===== config.mk =====
export PLATFORM = sky130hd
export DESIGN_NAME = contador_ctrl
export DESIGN_NICKNAME = d
export VERILOG_FILES = /design/src/rtl/contador_ctrl_pkg.sv /design/src/rtl/contador_debounce.sv /design/src/rtl/contador_ctrl.sv
export SDC_FILE = /design/constraint.sdc
export NUM_CORES = 1
export LEC_CHECK = 0
export CAP_MARGIN = 20
export CELL_PAD_IN_SITES_DETAIL_PLACEMENT = 0
export CELL_PAD_IN_SITES_GLOBAL_PLACEMENT = 2
export CORE_MARGIN = 4
export CORE_UTILIZATION = 16
export CTS_CLUSTER_DIAMETER = 100
export CTS_CLUSTER_SIZE = 28
export DETAILED_ROUTE_END_ITERATION = 6
export PLACE_DENSITY = 0.84
export SYNTH_ARGS = -nofsm -noshare
export SYNTH_HDL_FRONTEND = slang
export SYNTH_SLANG_ARGS = --single-unit

===== constraint.sdc =====
create_clock -name clk_ctl -period 3.8 [get_ports clk_ctl]
set_input_delay 0.76 -clock clk_ctl [delete_from_list [all_inputs] [get_ports clk_ctl]]
set_output_delay 0.76 -clock clk_ctl [all_outputs]
set_load 0.02 [all_outputs]

===== src/rtl/contador_ctrl_pkg.sv =====
// Shared definitions for the BCD counter run controller: state encodings and digit widths.
package contador_ctrl_pkg;

  localparam int ST_W    = 3;
  localparam int DIGIT_W = 4;
  localparam int BCD_W   = 4 * DIGIT_W;

  typedef enum logic [ST_W-1:0] {
    ST_CLR   = 3'd0,
    ST_IDLE  = 3'd1,
    ST_RUN   = 3'd2,
    ST_PAUSE = 3'd3,
    ST_DONE  = 3'd4
  } ctl_state_e;

endpackage


===== src/rtl/contador_debounce.sv =====
// One-bit button filter: the output level follows the raw input only after DB_CYCLES
// consecutive samples disagree with the current level.
module contador_debounce #(
  parameter int DB_CYCLES = 4
) (
  input  logic clk,
  input  logic rst,
  input  logic raw,
  output logic level
);

  localparam int CW = (DB_CYCLES > 1) ? $clog2(DB_CYCLES) : 1;
  localparam logic [CW-1:0] CNT_LAST = CW'(DB_CYCLES - 1);

  logic [CW-1:0] cnt;

  // cnt holds how many consecutive samples have differed from level so far
  always_ff @(posedge clk) begin
    if (rst) begin
      cnt   <= '0;
      level <= 1'b0;
    end else if (raw == level) begin
      cnt <= '0;
    end else if (cnt == CNT_LAST) begin
      level <= raw;
      cnt   <= '0;
    end else begin
      cnt <= cnt + 1'b1;
    end
  end

endmodule


===== src/rtl/contador_ctrl.sv =====
// Run controller for the 4-digit BCD counter chain: start/stop/clear buttons, prescaled ena0,
// stop at a BCD terminal count. Define DEBOUNCE_EN to filter the buttons through contador_debounce.
module contador_ctrl
  import contador_ctrl_pkg::*;
#(
  parameter int TICK_DIV  = 2,
  parameter int DB_CYCLES = 4
) (
  input  logic              clk_ctl,
  input  logic              rstbutton_ctl,
  input  logic              start_ctl,
  input  logic              stop_ctl,
  input  logic              clear_ctl,
  input  logic [BCD_W-1:0]  limit_ctl,
  input  logic [DIGIT_W-1:0] Qdata3_ctl,
  input  logic [DIGIT_W-1:0] Qdata2_ctl,
  input  logic [DIGIT_W-1:0] Qdata1_ctl,
  input  logic [DIGIT_W-1:0] Qdata0_ctl,
  output logic              ena0_ctl,
  output logic              clr_ctl,
  output logic              running_ctl,
  output logic              done_ctl,
  output logic [ST_W-1:0]   state_ctl
);

  localparam int PW = (TICK_DIV > 1) ? $clog2(TICK_DIV) : 1;
  localparam logic [PW-1:0] PRESC_LAST = PW'(TICK_DIV - 1);

  logic start_lv, stop_lv, clear_lv;

`ifdef DEBOUNCE_EN
  contador_debounce #(.DB_CYCLES(DB_CYCLES)) u_db_start (
    .clk(clk_ctl), .rst(rstbutton_ctl), .raw(start_ctl), .level(start_lv)
  );
  contador_debounce #(.DB_CYCLES(DB_CYCLES)) u_db_stop (
    .clk(clk_ctl), .rst(rstbutton_ctl), .raw(stop_ctl), .level(stop_lv)
  );
  contador_debounce #(.DB_CYCLES(DB_CYCLES)) u_db_clear (
    .clk(clk_ctl), .rst(rstbutton_ctl), .raw(clear_ctl), .level(clear_lv)
  );
`else
  assign start_lv = start_ctl;
  assign stop_lv  = stop_ctl;
  assign clear_lv = clear_ctl;
`endif

  logic start_q, stop_q, clear_q;
  logic start_rise, stop_rise, clear_rise;

  always_ff @(posedge clk_ctl) begin
    if (rstbutton_ctl) begin
      start_q <= 1'b0;
      stop_q  <= 1'b0;
      clear_q <= 1'b0;
    end else begin
      start_q <= start_lv;
      stop_q  <= stop_lv;
      clear_q <= clear_lv;
    end
  end

  assign start_rise = start_lv & ~start_q;
  assign stop_rise  = stop_lv  & ~stop_q;
  assign clear_rise = clear_lv & ~clear_q;

  logic match;
  assign match = ({Qdata3_ctl, Qdata2_ctl, Qdata1_ctl, Qdata0_ctl} == limit_ctl);

  ctl_state_e    state, state_nx;
  logic [PW-1:0] presc, presc_nx, presc_step;

  // Event priority inside each state: clear > stop > match > start
  always_comb begin
    state_nx = state;
    unique case (state)
      ST_CLR:   state_nx = ST_IDLE;
      ST_IDLE:  if (clear_rise)      state_nx = ST_CLR;
                else if (start_rise) state_nx = ST_RUN;
      ST_RUN:   if (clear_rise)      state_nx = ST_CLR;
                else if (stop_rise)  state_nx = ST_PAUSE;
                else if (match)      state_nx = ST_DONE;
      ST_PAUSE: if (clear_rise)      state_nx = ST_CLR;
                else if (start_rise) state_nx = ST_RUN;
      ST_DONE:  if (clear_rise)      state_nx = ST_CLR;
      default:  state_nx = ST_CLR;
    endcase
  end

  assign presc_step = (presc == PRESC_LAST) ? '0 : presc + 1'b1;

  // The prescaler survives a pause so resuming does not add or lose part of a tick
  always_comb begin
    presc_nx = '0;
    if (state_nx == ST_RUN || state_nx == ST_PAUSE)
      presc_nx = (state == ST_RUN) ? presc_step : presc;
  end

  always_ff @(posedge clk_ctl) begin
    if (rstbutton_ctl) begin
      state <= ST_CLR;
      presc <= '0;
    end else begin
      state <= state_nx;
      presc <= presc_nx;
    end
  end

  // Outputs are forced low for as long as reset is held
  assign ena0_ctl    = ~rstbutton_ctl & (state == ST_RUN) & (presc == PRESC_LAST) & ~match;
  assign clr_ctl     = ~rstbutton_ctl & (state == ST_CLR);
  assign running_ctl = ~rstbutton_ctl & (state == ST_RUN);
  assign done_ctl    = ~rstbutton_ctl & (state == ST_DONE);
  assign state_ctl   = rstbutton_ctl ? '0 : state;

endmodule

==> out/results.ini <==
[timing]
period_needed_ps = 3410
worst_slack_ps = 392
rsz0062_at_grt = false
min_period_over_period_pct = 89.7
finClkSkew_ps = 2.59
drv_slew = 0
slew_headroom_pct = 69.9
whs_ps = 559
hold_viol = 0
setup_viol = 0
fmax_mhz = 293
tightestPinTransition_ps = 447
finalSetupTns_ps = 0

[clock_tree]
post_cts_buffers = 0
cts_resized = 0
clk_pin_slew_worst_paths_ps = 50
hold_buffers = 0
clock_sinks = 7
cts-htree-levels = 1
cts_inserted_buffers = 3
cts_tree = done
clockRootBuffer = clkbuf_4
clock_latency_ps = 250
clk_path_buf_depth = 2

[power_and_ir_drop]
powerDensity_mw_per_mm2 = 220
clkPwrFrac_pct = 28.8
comb_power_share_pct = 35.3
ir_drop_v = 0.0000640
switching_share_pct = 25.7
seq_power_share_pct = 35.9
p_leak_nw = 0.404
p_sw_mw = 0.0584
intPower_mw = 0.169

[global_routing]
grt_pass1_wl_mm = 2.66
antenna_found_initial = 0
grt_max_degree = 11
grt_pass1_vias = 605
grt.overflow.total = 0
gr-usage-all-layers_pct = 8.16

[synthesis]
syn-cell-area_um2 = 523
synth-seq-cells = 7
synthTopCellsByArea = dfxtp_1 (27%), xor2_1 (27%), nor2b_1 (8.4%)
synth-warning-count = 0
synth_nets = 98
seq_area_frac_synth_pct = 26.8
yosysTopAreaCell = dfxtp_1
avgSynthCellArea_um2 = 8.57
synthDistinctLibCells = 21
synth.top_cell.area_share_pct = 26.8
syn_inst = 61

[place]
io_buffers = 43
post-place-ws_ps = 350
gp_congestion = 0.660
hpwl_mm = 1.55

[floorplanning]
die_w_um = 65.2
io_pins = 44
die_y_um = 65.2
start_util_pct = 17.0
dieArea_mm2 = 0.00425
placementRows = 20
core_area_mm2 = 0.00308

[cells_and_area]
syn_to_final_growth_pct = 97.1
diodes = 0
layout-drive-gt1-share_pct = 5.61
fillers = 327
fin_nets = 145

[critical_path]
critPathMostFrequentCell = clkdlybuf4s50_1
crit_buf_inv = 2
critPathRequiredTime_ps = 3040
end_kind = primary output
cp_slowest_stage_delay_ps = 530
critPathMaxFanout = 4
cp-start-kind = input port
worstSetupPathType = input port to primary output
arrival_ps = 2650
crit_chain = clkdlybuf4s50_1, xor2_1, nor4_2, nand4_1, and3_2, clkdlybuf4s50_1
crit_family = buffers and inverters
worst_path_max_delay_cell = clkdlybuf4s50_1

[detailed_routing]
antenna_left = 0
first_iter_violations = 14
via_per_inst = 3.85
drc = 0
post_drt_wl_per_cell_um = 11.2
via_count = 581
wl_mm = 1.70
drt_pre_antenna_iters = 4

[outcome]
status = completed

[worst_hold_path]
hp-class = flop to flop

[flow_run]
max_cap_violations = 0

-- power by group through the flow --
stage	sequential (mW)	clock (mW)	combinational [mW]
finish	0.0815	0.0655	0.0802
floorplan	0.0821	0	0.0312
global placement	0.0831	0	0.0802
CTS	0.0815	0.0687	0.0810
detailed placement	0.0830	0	0.0807
global route	0.0820	0.0719	0.0863
-- per-layer routing --
metal | GRT usage (%) | share of wire [%] | vias to the layer above
li1 | - | - | 307
met1 | 8.24 | 40 | 261
met2 | 15.8 | 56 | 13
met3 | 3.08 | 4.2 | 0
met4 | 1.55 | 0 | 0
met5 | 0 | 0 | -
-- worst min-delay path, cell delays in order (launching register included) --
cell and delay (ps):
dfxtp_1 370, nand2_1 80, o21ai_0 60
-- area by class of cell --
cell class / count / area (µm²) / share of cell area [%]
Sequential cell: 7 / 140 / 13.6
Multi-Input combinational cell: 51 / 372 / 36.0
Inverter: 2 / 7.51 / 0.728
Timing Repair Buffer: 43 / 430 / 41.7
Tap cell: 44 / 55.1 / 5.34
Clock buffer: 4 / 26.3 / 2.55
-- per-stage QoR --
stage                     total power, mW  std cells  utilization (%)  instance area (µm²)
final                               0.227        151             33.5                 1030
after CTS                           0.231        151             33.5                 1030
after detailed placement            0.164        147             32.6                 1000
after global routing                0.240        151             33.5                 1030
after floorplan                     0.113         61                -                  523
after global placement              0.163        147             32.6                 1000
-- flip-flops by register name, summed over array words and instances, names as in the netlist --
signal and count:
state 3, start_q 1, presc 1, clear_q 1
stop_q 1
-- synth_stat cells --
| cell type | instances |
|---|---|
| o211ai_1 | 1 |
| nor2b_1 | 7 |
| a21o_1 | 2 |
| xor2_1 | 16 |
| dfxtp_1 | 7 |
| and3_2 | 1 |
| nor4_1 | 3 |
| inv_1 | 2 |
| nor3_1 | 3 |
| nor4_2 | 2 |
| o21ai_0 | 2 |
| o311a_1 | 2 |
| clkbuf_1 | 1 |
| o211a_1 | 1 |
| nand2b_1 | 1 |
| o32ai_1 | 1 |
| nor2_1 | 4 |
| nand4_1 | 1 |
| nor3b_1 | 1 |
| nand2_1 | 2 |
| o21a_1 | 1 |
-- placed cells by master, fill, tap and decap left out, types with 3 or more instances in the layout --
master / Yosys / routed
clkdlybuf4s50_1: 0 / 43
clkbuf_4: 0 / 3
nor3_1: 3 / 3
nor4_1: 3 / 3
dfxtp_1: 7 / 7
nor2_1: 4 / 4
nor2b_1: 7 / 7
xor2_1: 16 / 16
-- final timing paths --
kind / end / slack (ps) / startpoint / cells after the start
min reg2reg: state[2]$_SDFF_PP0_ / 560 / state[2]$_SDFF_PP0_ / 2
max: ena0_ctl / 390 / limit_ctl[15] / 6
max reg2reg: state[2]$_SDFF_PP0_ / 2660 / state[1]$_SDFF_PP0_ / 4
min: state[2]$_SDFF_PP0_ / 560 / state[2]$_SDFF_PP0_ / 2
-- kinds of logic (layout without fill, tap and decap cells) --
kind of cell	Yosys count	in the layout	synth area share (%)
compound gates	10	10	15.1
xor+xnor	16	16	26.8
buf+inv	3	49	2.15
flops	7	7	26.8
simple gates	25	25	29.2
No activity file was read; power rests on OpenSTA's default activity.
